**src/rtl/pw_gen_multi.sv**
```systemverilog
// pw_gen_multi: NCH independent square-wave channels plus a one-cycle frame pulse.
// Define PW_GEN_READBACK_EN to add the registered half-period readback port cfg_rdata.
module pw_gen_multi #(
  parameter int NCH = 4,
  parameter int CW = 24,
  parameter logic [CW-1:0] DEF_HALF = CW'(24'h498bb2),
  parameter logic [24:0] FRAME_LEN = 25'h931765,
  localparam int CHW = NCH > 1 ? $clog2(NCH) : 1
) (
  input  logic           clk,
  input  logic           rst,
  input  logic           locked,
  input  logic           en,
  input  logic           cfg_we,
  input  logic [CHW-1:0] cfg_ch,
  input  logic [CW-1:0]  cfg_half,
  input  logic [CW-1:0]  cfg_phase,
  output logic [NCH-1:0] sig_out,
  output logic           com
`ifdef PW_GEN_READBACK_EN
  ,
  output logic [CW-1:0]  cfg_rdata
);
`else
);
`endif
  logic run;
  logic last;
  logic [24:0] f;
  logic [CW-1:0] load;
  logic [NCH-1:0] wr;
  assign run = en & locked;
  assign load = cfg_phase > cfg_half ? '0 : cfg_phase;
  assign last = f == FRAME_LEN - 25'd1;
`ifdef PW_GEN_READBACK_EN
  logic [CW-1:0] h_all [NCH];
  logic [CW-1:0] rd;
  always_comb begin
    rd = '0;
    for (int i = 0; i < NCH; i++) rd = cfg_ch == CHW'(i) ? h_all[i] : rd;
  end
  always_ff @(posedge clk or negedge rst)
    if (!rst) cfg_rdata <= '0;
    else cfg_rdata <= rd;
`endif
  for (genvar g = 0; g < NCH; g++) begin : ch
    logic [CW-1:0] h, c;
    logic s;
    assign wr[g] = cfg_we && cfg_ch == CHW'(g);
    assign sig_out[g] = s;
`ifdef PW_GEN_READBACK_EN
    assign h_all[g] = h;
`endif
    // a write replaces the counter without toggling, even on terminal count
    always_ff @(posedge clk or negedge rst)
      if (!rst) begin
        h <= DEF_HALF;
        c <= '0;
        s <= 1'b1;
      end else begin
        if (wr[g]) h <= cfg_half;
        if (!run || (!wr[g] && h == '0)) begin
          c <= '0;
          s <= 1'b1;
        end else if (wr[g]) c <= load;
        else if (c == h) begin
          c <= '0;
          s <= ~s;
        end else c <= c + 1'b1;
      end
  end
  always_ff @(posedge clk or negedge rst)
    if (!rst) begin
      f <= '0;
      com <= 1'b0;
    end else if (!run) begin
      f <= '0;
      com <= 1'b0;
    end else begin
      f <= last ? '0 : f + 25'd1;
      com <= last;
    end
endmodule
```
**config.mk**
```make
export PLATFORM = sky130hd
export DESIGN_NAME = pw_gen_multi
export DESIGN_NICKNAME = d
export VERILOG_FILES = /design/src/rtl/pw_gen_multi.sv
export SDC_FILE = /design/constraint.sdc
export NUM_CORES = 1
export LEC_CHECK = 0
export ABC_CLOCK_PERIOD_IN_PS = 2400
export CELL_PAD_IN_SITES_DETAIL_PLACEMENT = 0
export CELL_PAD_IN_SITES_GLOBAL_PLACEMENT = 1
export CORE_MARGIN = 3
export CORE_UTILIZATION = 41
export DETAILED_ROUTE_END_ITERATION = 6
export GPL_TIMING_DRIVEN = 1
export PLACE_DENSITY = 0.67
export SLEW_MARGIN = 20
export SYNTH_ARGS = -nofsm -noshare
export SYNTH_HDL_FRONTEND = slang
export SYNTH_SLANG_ARGS = --single-unit
```
**constraint.sdc**
```tcl
create_clock -name clk -period 2.4 [get_ports clk]
set_input_delay 0.36 -clock clk [delete_from_list [all_inputs] [get_ports clk]]
set_output_delay 0.36 -clock clk [all_outputs]
set_load 0.02 [all_outputs]
```
==> summary.md <==
| Metric | Value |
|---|---|
| Vias in the first global route | 9843 |
| R2r setup slk | 0.16 ns |
| Leak | 6.19 nW |
| XOR/XNOR share of the synthesized area | 0.151 |
| GRT Overall Usage | 0.265 |
| Detail Route met3 WL | 2300 µm |
| Htree depth | 1 |
| Maxcap violations | 0 |
| CP cell instances | clkdlybuf4s50_1 -> ha_1 -> nand4_1 -> nor4_4 -> and2_4 -> o21ai_1 -> a31oi_4 -> buf_12 -> o32ai_1 |
| DRC Markers | 0 |
| Mux contribution to synthesized area | 0.00185 |
| Compound-gate portion of the synthesized area | 0.112 |
| Vias post-DR | 10000 |
| Clk slew on worst S/H paths | 0.06 ns |
| CP arrival | 2.75 ns |
| RSZ-0062 raised after global routing | no |
| Largest net degree at the start of global routing | 85 |
| Routed WL per cell | 23.0 µm |
| Post-Syn Area | 12200 µm² |
| CTS tree | yes |
| Post-synth top flop | dfrtp_1 |
| Largest family of logic cells by synthesized area | simple AND/OR/NAND/NOR gates |
| Sum of negative setup slack | 0 ns |
| Synthesized Nets | 1361 |
| Placed insts | 1764 |
| Slowest cell on the critical path | clkdlybuf4s50_1 |
| Gate Count Post-Synth | 1276 |
| Worst R2R Start | ch[1].c[0] |
| Synth warn | 0 |
| Peak Freq | 429 MHz |
| Crit. End Element | register |
| Core area | 29000 µm² |
| Buffers on Ports | 59 |
| Total Nets Final | 1496 |
| Total gr overflow | 0 |
| Max VDD drop | 773 µV |
| First-pass GRT wire length | 62500 µm |
| Final Non-Filler Cells | 1815 |
| CP max stage delay | 0.50 ns |
| Most frequent cells in the layout | nand2_1, dfrtp_1, xor2_1 |
| Count of cell types in the netlist | 64 |
| DR pass1 iterations | 5 |
| Fin. max-slew vios | 0 |
| Detail Route Antenna Nets | 0 |
| Die extent in x | 178 µm |
| Final Cycle Share | 0.971 |
| Clock Sinks | 222 |
| Fraction of layout cells with a size suffix above 1 | 0.168 |
| Simple-gate share of the synthesized area | 0.203 |
| Worst skew pair latency | 0.54 ns |
| Pre-CTS setup slack | -0.548 ns |
| Diode count | 0 |
| Clock Skew | 0.00929 ns |
| Synthesized area per cell | 9.54 µm² |
| Worst-Margin Slew | 0.723 ns |
| Post-synth EDFFs | 0 |
| Vias per inst | 5.51 |
| Top routing layer used | met4 |
| Status | complete, no violations |
| Final setup viols | 0 |
| DRT met1 WL | 19400 µm |
| P&R area growth vs syn | 22.3% |
| # rows | 62 |
| Worst Slack Setup Final | 0.0685 ns |
| Crit path max fanout | 24 |
| Initial core utilization | 0.420 |
| RR Endpoint | ch[1].c[20] |
| Die H | 178 µm |
| Clock root buffer | clkbuf_16 |
| Ys async rst share | 1.00 |
| Hold WC Path Type | primary input to asynchronous set/reset pin |
| Crit Path Category | primary input to register |
| Post-synthesis register bit count | 222 |
| Pwr dens | 671 nW/µm² |
| I/O pin count | 60 |
| CTS buffer count | 26 |
| Synth Area in Adders | 0.0308 |
| Minimum clock period | 2.33 ns |
| Initial antenna violation count | 1 |
| Data required time of the worst path | 2.82 ns |
| Reg2Reg Depth | 7 |
| Slew HR | 0.518 |
| Register area share after synthesis | 0.461 |
| Hpwl dp | 29900 µm |
| Routed WL | 41800 µm |
| DR WL met2 | 19000 µm |
| Clk buf depth | 3 |
| Drt initial violations | 765 |
| Crit path launch type | primary input |
| Die area | 31800 µm² |
| Fin. Hold Viols | 0 |
| GP Congestion | 0.890 |
| Commonest non-fill, non-tap cell in the layout | nand2_1 |
-- report_power, final --
| part | internal (mW) | total, mW | switching (mW) |
|---|---|---|---|
| clock network | 2.50 | 4.13 | 1.63 |
| registers | 4.12 | 4.46 | 0.341 |
| logic | 0.612 | 1.40 | 0.785 |
| total | 7.24 | 9.99 | 2.75 |
-- worst max-delay path: cells and delay by family --
family                   cells  cell delay, ns
AND/OR/NAND/NOR              3            0.84
buffers and inverters        2            0.70
adder cells (fa/ha/maj)      1            0.35
AO/OA/AOI/OAI                3            0.49
-- per-layer routing --
metal  GRT usage  up-vias
li1            -     4755
met1       0.390     4910
met2       0.416      287
met3      0.0328       55
met4      0.0659        0
met5           0        -
-- worst max path at each step --
stage | from | to | slack, ns | cells past startpoint
detailed placement | cfg_phase[17] | ch[1].c[12] | -0.55 | 8
global route | cfg_half[18] | ch[1].c[9] | 0.008 | 9
CTS | cfg_half[19] | ch[1].c[9] | 0.006 | 9
global placement | cfg_half[19] | ch[1].c[10] | -0.44 | 9
floorplan | cfg_half[22] | ch[3].c[22] | 0.24 | 9
finish | cfg_phase[17] | ch[2].c[5] | 0.07 | 9
-- final cells by class --
cell class / count / area (µm²)
clock buffer: 37 / 753
clock inverter: 11 / 135
fill: 2745 / 14100
inverter: 41 / 154
multi-input combinational: 952 / 6160
sequential: 222 / 5620
tap: 384 / 480
timing repair buffer: 168 / 1590
-- Yosys cell counts (2+ instances only) --
cell type	number	area (µm²)
xnor2_1	103	902
buf_6	3	33.8
or3_1	2	12.5
nand4_1	44	275
inv_1	41	154
o32ai_1	10	87.6
buf_4	9	67.6
nand2b_1	4	25.0
dfrtp_1	174	4350
nand4_2	2	25.0
nor4_2	4	50.1
clkbuf_1	28	105
and3_1	15	93.8
o21ai_0	98	490
nor2_1	64	240
clkbuf_2	2	10.0
ha_1	30	375
and4_1	11	96.3
mux2_2	2	22.5
or3_4	2	22.5
dfstp_2	48	1260
nand3_2	5	50.1
a211o_1	2	17.5
buf_2	18	90.1
o22ai_1	66	413
and2_1	5	31.3
a21oi_1	14	70.1
o22ai_2	4	50.1
nor4_1	37	231
xor2_1	107	937
nor3_1	13	65.1
o31ai_1	9	67.6
a211oi_1	4	30.0
nor2_2	4	25.0
o21a_1	3	22.5
nand2_1	195	732
nor4b_1	3	26.3
a21o_1	2	15.0
nand3_1	63	315
a221oi_1	2	17.5
-- through the flow --
step / hold slack, ns / total power, mW / utilization / cell area [µm²]
floorplan: 0.0644 / 5.17 / - / 12200
global placement: 0.425 / 5.89 / 0.479 / 13900
detailed placement: 0.424 / 5.91 / 0.479 / 13900
CTS: 0.465 / 10.0 / 0.511 / 14800
global route: 0.482 / 10.4 / 0.513 / 14900
finish: 0.409 / 9.99 / 0.513 / 14900
-- cell families (layout without fill, tap and decap cells) --
logic type | count (synthesis) | count (layout)
AO/OA/AOI/OAI | 222 | 222
adder cells (fa/ha/maj) | 30 | 30
multiplexers | 2 | 2
XOR/XNOR | 210 | 210
buffers and inverters | 103 | 257
flip-flops | 222 | 222
AND/OR/NAND/NOR | 487 | 488
-- registers in the layout (all words and copies together), names as in the netlist --
name,flops
com,1
ch.c,96
ch.s,4
f,25
ch.h,96
-- timing repair --
| action | CTS | global route |
|---|---|---|
| resized for setup | 1 | 8 |
| endpoints found under the hold margin | 58 | 0 |
| hold buffers | 1 | 0 |
| cloned | 0 | 1 |
| pin swaps | 0 | 4 |
| setup buffers | 0 | 1 |
| setup endpoints to repair | 1 | 99 |
(Power assumes the default switching activity.)
==> edit 1 (config.mk and constraints unchanged) <==
Build with the macro `PW_GEN_READBACK_EN` defined.
--- a/src/rtl/pw_gen_multi.sv
+++ b/src/rtl/pw_gen_multi.sv
@@ -1,5 +1,7 @@
 // pw_gen_multi: NCH independent square-wave channels plus a one-cycle frame pulse.
 // Define PW_GEN_READBACK_EN to add the registered half-period readback port cfg_rdata.
+`define PW_GEN_READBACK_EN
+
 module pw_gen_multi #(
   parameter int NCH = 4,
   parameter int CW = 24,
Behaviour (old outputs only; new: cfg_rdata): unchanged (Yosys induction, for registers that start in step).
==> edit 1 against the unedited design <==
- largest cell class unchanged
- highest routed layer is now met5
- synthesized area rose by 12%
- design area rose by 13%
- non-clock buffer count rose by 49
- worst setup slack improved by 0.051 ns
- hold slack got worse by 0.017 ns
- via count rose by 17%
- sequential cell count rose by 24
- total power rose by 17%
- count of clock-buffer cells in the layout rose by 3
- critical path type unchanged
- routed wire length rose by 22%
- maximum frequency rose by 2.2%
==> edit 1: results (changes against the unedited design) <==
metric;value;unit;change
grt_pass1_vias;11400;;was 9843
grtUsageMet3;6.39;%;was 3.28%
synth_sequential_area_ratio;45.7;%;was 46.1%
vdd_ir_drop_max;0.586;mV;was 0.773 mV
result_of_the_run;finished clean;;unchanged
finalClockSkew;0.0123;ns;was 0.00929 ns
global_route_wire_length_before_repair;76000;um;was 62500 um
htreeDepth;1;;unchanged
category_of_cells_accounting_for_the_largest_share_of_critical_path_delay;buffers and inverters;;was simple AND/OR/NAND/NOR gates
antenna_found_initial;2;;was 1
reg_top3;ch.c (96), ch.h (96), f (25);;unchanged
yosys_warnings;0;;unchanged
tritoncts.num_buffers;29;;was 26
power.static_leakage;0.00694;uW;was 0.00619 uW
dr.first_iter.drc_count;1147;;was 765
cts.path.max_buffers;3;;unchanged
finalNetCount;1649;;was 1496
worst_setup_hold_path_clk_slew;0.06;ns;about the same
pin_count_of_the_biggest_net_entering_global_routing;66;;was 85
detailedRoute.firstPassIterationCount;5;;unchanged
drt-vias-per-instance;5.79;;was 5.51
synth_common_cells;198 x sky130_fd_sc_hd__dfrtp_1, 190 x sky130_fd_sc_hd__nand2_1, 111 x sky130_fd_sc_hd__nand3_1;;was 195 x sky130_fd_sc_hd__nand2_1, 174 x sky130_fd_sc_hd__dfrtp_1, 107 x sky130_fd_sc_hd__xor2_1
portBuffers;83;;was 59
groute.layer.met2.usage;42.7;%;was 41.6%
worstSkewPairLatency;0.56;ns;was 0.54 ns
max_stage_delay;0.57;ns;was 0.50 ns
place_worst_setup_slack;-0.468;ns;was -0.548 ns
wire_per_inst;25.1;um;was 23.0 um
total_routing_usage_gr;28.7;%;was 26.5%
cts_root_buf;sky130_fd_sc_hd__clkbuf_16;;unchanged
synth_async_reset_ratio;100;%;unchanged
globalplace.congestion;0.957;;was 0.890
crit_path_max_delay_cell_type;sky130_fd_sc_hd__clkdlybuf4s50_1;;unchanged
timing.max_slew.rel_slack;55.1;%;was 51.8%
gr-usage-met1;40.9;%;was 39.0%
final.fill_count;2982;;was 2745
synth_nets;1480;;was 1361
drive_above_1_share;17.2;%;was 16.8%
postCtsSetupRepairBufs;0;;unchanged
synth.top_cells.by_area;sky130_fd_sc_hd__dfrtp_1 36%, sky130_fd_sc_hd__dfstp_2 9.3%, sky130_fd_sc_hd__xnor2_1 6.8%;;was sky130_fd_sc_hd__dfrtp_1 36%, sky130_fd_sc_hd__dfstp_2 10%, sky130_fd_sc_hd__xor2_1 7.7%
synth.distinct_cells;58;;was 64
placed_cell_area;15800;um^2;was 13900 um^2
cp_data_arrival_time;2.70;ns;was 2.75 ns
hp-class;in -> async;;unchanged
insertedDiodeCount;0;;unchanged
dp_hpwl;38100;um;was 29900 um
critical_path.max_fanout;24;;unchanged
==> edit 1: cells by family (layout without fill, tap and decap cells) <==
logic type | count (synthesis) | after routing | synth area share, %
AO/OA/AOI/OAI | 227 | 227 | 10.8
XOR/XNOR | 206 | 206 | 13.3
adder cells (fa/ha/maj) | 30 | 30 | 2.76
buffers and inverters | 110 | 301 | 3.38
flip-flops | 246 | 246 | 45.7
multiplexers | 24 | 24 | 3.97
AND/OR/NAND/NOR | 552 | 552 | 20.2
==> edit 1: worst paths after layout <==
check,startpoint,endpoint,slack [ns],cells after the start
max in group asynchronous,rst,ch[3].h[19],1.25,3
worst min-delay path,rst,ch[0].c[8],0.39,2
worst min register to register,f[0],f[0],0.48,1
min in group clk,f[0],f[0],0.48,1
worst max register to register,ch[0].h[2],ch[0].c[22],0.18,8
worst max-delay path,cfg_we,ch[1].c[19],0.12,10
==> edit 1: power breakdown <==
part           total (uW)  internal (uW)  leakage (uW)  switching (uW)
Sequential           5210           4610       0.00315             597
Combinational        2060            919       0.00333            1140
Clock                4430           2610      0.000463            1820
Total               11700           8140       0.00694            3550
==> edit 1: through the flow <==
| stage | hold WS, ns | TNS, ns | util (%) | power, uW | std cells |
|---|---|---|---|---|---|
| 2_1_floorplan | 0.0644 | 0 | - | 6010 | 1395 |
| 3_3_place_gp | 0.377 | -33.12 | 48.4 | 7250 | 1974 |
| 3_5_place_dp | 0.380 | -34.92 | 48.4 | 7270 | 1974 |
| 4_1_cts | 0.387 | 0 | 51.4 | 11700 | 2028 |
| 5_1_grt | 0.440 | -0.0147 | 51.5 | 12100 | 2028 |
| 6_report | 0.392 | 0 | 51.5 | 11700 | 2028 |
==> edit 1: per-layer routing <==
metal / part of all wire (%) / vias up
met4: 4.4 / 2
li1: - / 5341
met1: 44 / 5808
met5: 0.022 / -
met2: 43 / 504
met3: 8.7 / 94
==> edit 1: layout make-up <==
| cell class | instances | share of cell area (%) |
|---|---|---|
| Clock buffer | 40 | 4.93 |
| Inverter | 31 | 0.693 |
| Multi-Input combinational cell | 1039 | 41.5 |
| Tap cell | 442 | 3.29 |
| Clock inverter | 13 | 0.745 |
| Sequential cell | 246 | 37.0 |
| Timing Repair Buffer | 217 | 11.8 |
==> edit 1: timing repair <==
item                                    4_1_cts  5_1_grt
resized for setup                             0        7
endpoints found under the setup margin        0       40
hold buffers                                  1        0
endpoints found under the hold margin        42        0
==> edit 2 (same settings) <==
Without the edit above. Put one more register stage on the output `sig_out`, with the module's reset. The value now appears one clock later. The other outputs are not delayed to match.
--- a/src/rtl/pw_gen_multi.sv
+++ b/src/rtl/pw_gen_multi.sv
@@ -23,6 +23,8 @@
 );
 `else
 );
+
+  logic [NCH-1:0] sig_d;
 `endif
   logic run;
   logic last;
@@ -47,7 +49,7 @@
     logic [CW-1:0] h, c;
     logic s;
     assign wr[g] = cfg_we && cfg_ch == CHW'(g);
-    assign sig_out[g] = s;
+    assign sig_d[g] = s;
 `ifdef PW_GEN_READBACK_EN
     assign h_all[g] = h;
 `endif
@@ -80,4 +82,12 @@
       f <= last ? '0 : f + 25'd1;
       com <= last;
     end
+  always_ff @(posedge clk or negedge rst) begin
+      if (!rst) begin
+          sig_out <= '0;
+      end else begin
+          sig_out <= sig_d;
+      end
+  end
+
 endmodule
Behaviour: not the same (a bounded check fails within 4 cycles, from zero or initial values and one cycle with rst low).
==> edit 2 against the unedited design <==
- total power increased by 2.9%
- sequential cell count increased by 4
- design area decreased by 0.38%
- highest routed layer unchanged
- synthesized area decreased by 0.21%
- routed wire length increased by 2.1%
- sequential share of layout area increased by 0.82 points
- worst setup slack improved by 0.081 ns
- die area decreased by 0.20%
- register-to-register slack improved by 0.03 ns
==> edit 2: results (changes against the unedited design) <==
metric;value;unit;change
power.static_leakage;0.00605;uW;was 0.00619 uW
dr.first_iter.drc_count;939;;was 765
category_of_cells_accounting_for_the_largest_share_of_critical_path_delay;buffers and inverters;;was simple AND/OR/NAND/NOR gates
total_routing_usage_gr;27.3;%;was 26.5%
cts_root_buf;sky130_fd_sc_hd__clkbuf_16;;unchanged
portBuffers;59;;unchanged
synth_nets;1368;;was 1361
globalplace.congestion;0.891;;was 0.890
yosys_warnings;0;;unchanged
timing.max_slew.rel_slack;51.8;%;about the same
hp-class;in -> async;;unchanged
antenna_found_initial;0;;was 1
dp_hpwl;31800;um;was 29900 um
detailedRoute.firstPassIterationCount;5;;unchanged
cts.path.max_buffers;3;;unchanged
synth_sequential_area_ratio;47.0;%;was 46.1%
crit_path_max_delay_cell_type;sky130_fd_sc_hd__clkdlybuf4s50_1;;unchanged
drt-vias-per-instance;5.67;;was 5.51
final_cell_count_no_fill;1818;;was 1815
grt_pass1_vias;10000;;was 9843
vdd_ir_drop_max;0.446;mV;was 0.773 mV
tritoncts.num_buffers;26;;unchanged
synth.distinct_cells;56;;was 64
worstSkewPairLatency;0.53;ns;
synth_common_cells;186 x sky130_fd_sc_hd__nand2_1, 178 x sky130_fd_sc_hd__dfrtp_1, 121 x sky130_fd_sc_hd__xnor2_1;;was 195 x sky130_fd_sc_hd__nand2_1, 174 x sky130_fd_sc_hd__dfrtp_1, 107 x sky130_fd_sc_hd__xor2_1
finalClockSkew;0.0111;ns;was 0.00929 ns
cells_after_synthesis;1283;;was 1276
critical_path.max_fanout;23;;was 24
htreeDepth;1;;unchanged
drive_above_1_share;15.4;%;was 16.8%
reg_top3;ch.c (96), ch.h (96), f (25);;unchanged
global_route_wire_length_before_repair;64100;um;was 62500 um
pin_count_of_the_biggest_net_entering_global_routing;55;;was 85
ff2ff_setup_slack;0.19;ns;was 0.16 ns
finalNetCount;1499;;was 1496
postRouteWirelength;42700;um;was 41800 um
cp_data_arrival_time;2.65;ns;was 2.75 ns
max_stage_delay;0.46;ns;was 0.50 ns
result_of_the_run;finished clean;;unchanged
worst_setup_hold_path_clk_slew;0.06;ns;about the same
synth.top_cells.by_area;sky130_fd_sc_hd__dfrtp_1 37%, sky130_fd_sc_hd__dfstp_2 10%, sky130_fd_sc_hd__xnor2_1 8.7%;;was sky130_fd_sc_hd__dfrtp_1 36%, sky130_fd_sc_hd__dfstp_2 10%, sky130_fd_sc_hd__xor2_1 7.7%
insertedDiodeCount;0;;unchanged
final.fill_count;2717;;was 2745
synth_async_reset_ratio;100;%;unchanged
drt.antenna.violating_nets;0;;unchanged
==> edit 2: cell types whose count changed in the layout (fill, tap and decap cells not counted), moves of 8 or more <==
| cell | change |
|---|---|
| sky130_fd_sc_hd__a21oi_1 | +8 |
| sky130_fd_sc_hd__xnor2_1 | +18 |
| sky130_fd_sc_hd__o31ai_1 | -9 |
| sky130_fd_sc_hd__nor2_1 | -11 |
| sky130_fd_sc_hd__nand4_1 | +19 |
| sky130_fd_sc_hd__xor2_1 | -25 |
| sky130_fd_sc_hd__nand2_1 | -9 |
==> edit 2: cell families after synthesis <==
group | synth area share, %
flip-flops | 47.0
AND/OR/NAND/NOR | 20.1
adder cells (fa/ha/maj) | 3.09
XOR/XNOR | 14.6
multiplexers | 0.165
AO/OA/AOI/OAI | 11.7
buffers and inverters | 3.27
==> edit 2: what timing repair did <==
action	4_1_cts	5_1_grt
setup buffers	0	1
setup endpoints to repair	0	31
gates resized for setup	0	3
hold buffers	1	0
hold endpoints to repair	39	0
==> edit 2: final cells by class <==
class,count,area [um^2],share of cell area [%]
timing repair buffer,166,1510,10.2
clock buffer,32,724,4.88
tap,384,480,3.24
inverter,38,143,0.962
clock inverter,16,209,1.41
multi-input combinational,956,6050,40.8
sequential,226,5720,38.5
==> edit 2: routing by layer <==
metal	GRT usage, %	vias up	part of all wire [%]
li1	-	4838	-
met1	40.3	5023	46
met2	40.1	379	43
met3	5.56	73	7.7
met4	8.57	0	3.5
met5	0	-	0
==> edit 2: metrics by stage <==
| step | util, % | worst slack [ns] | instance area (um^2) | hold WS [ns] |
|---|---|---|---|---|
| 2_1_floorplan | - | 0.292 | 12200 | 0.0644 |
| 3_3_place_gp | 47.9 | -0.371 | 13900 | 0.320 |
| 3_5_place_dp | 47.9 | -0.417 | 13900 | 0.320 |
| 4_1_cts | 51.2 | 0.152 | 14800 | 0.357 |
| 5_1_grt | 51.3 | 0.00614 | 14800 | 0.384 |
| 6_report | 51.3 | 0.150 | 14800 | 0.355 |
==> edit 2: final timing paths <==
kind	start	end	cells after the start
setup / recovery	cfg_half[21]	ch[3].c[21]	11
hold / removal	rst	ch[1].c[10]	2
setup reg to reg	ch[2].h[3]	ch[2].c[19]	7
hold reg to reg	ch[2].s	sig_out[2]	0
max in group asynchronous	rst	ch[0].h[22]	3
min in group clk	ch[2].s	sig_out[2]	0
==> edit 2: power by group <==
part | leakage, uW | switching (uW) | internal, uW | total, uW
clock network | 0.000435 | 1710 | 2590 | 4300
logic | 0.00273 | 788 | 610 | 1400
registers | 0.00288 | 390 | 4190 | 4580
total | 0.00605 | 2890 | 7390 | 10300
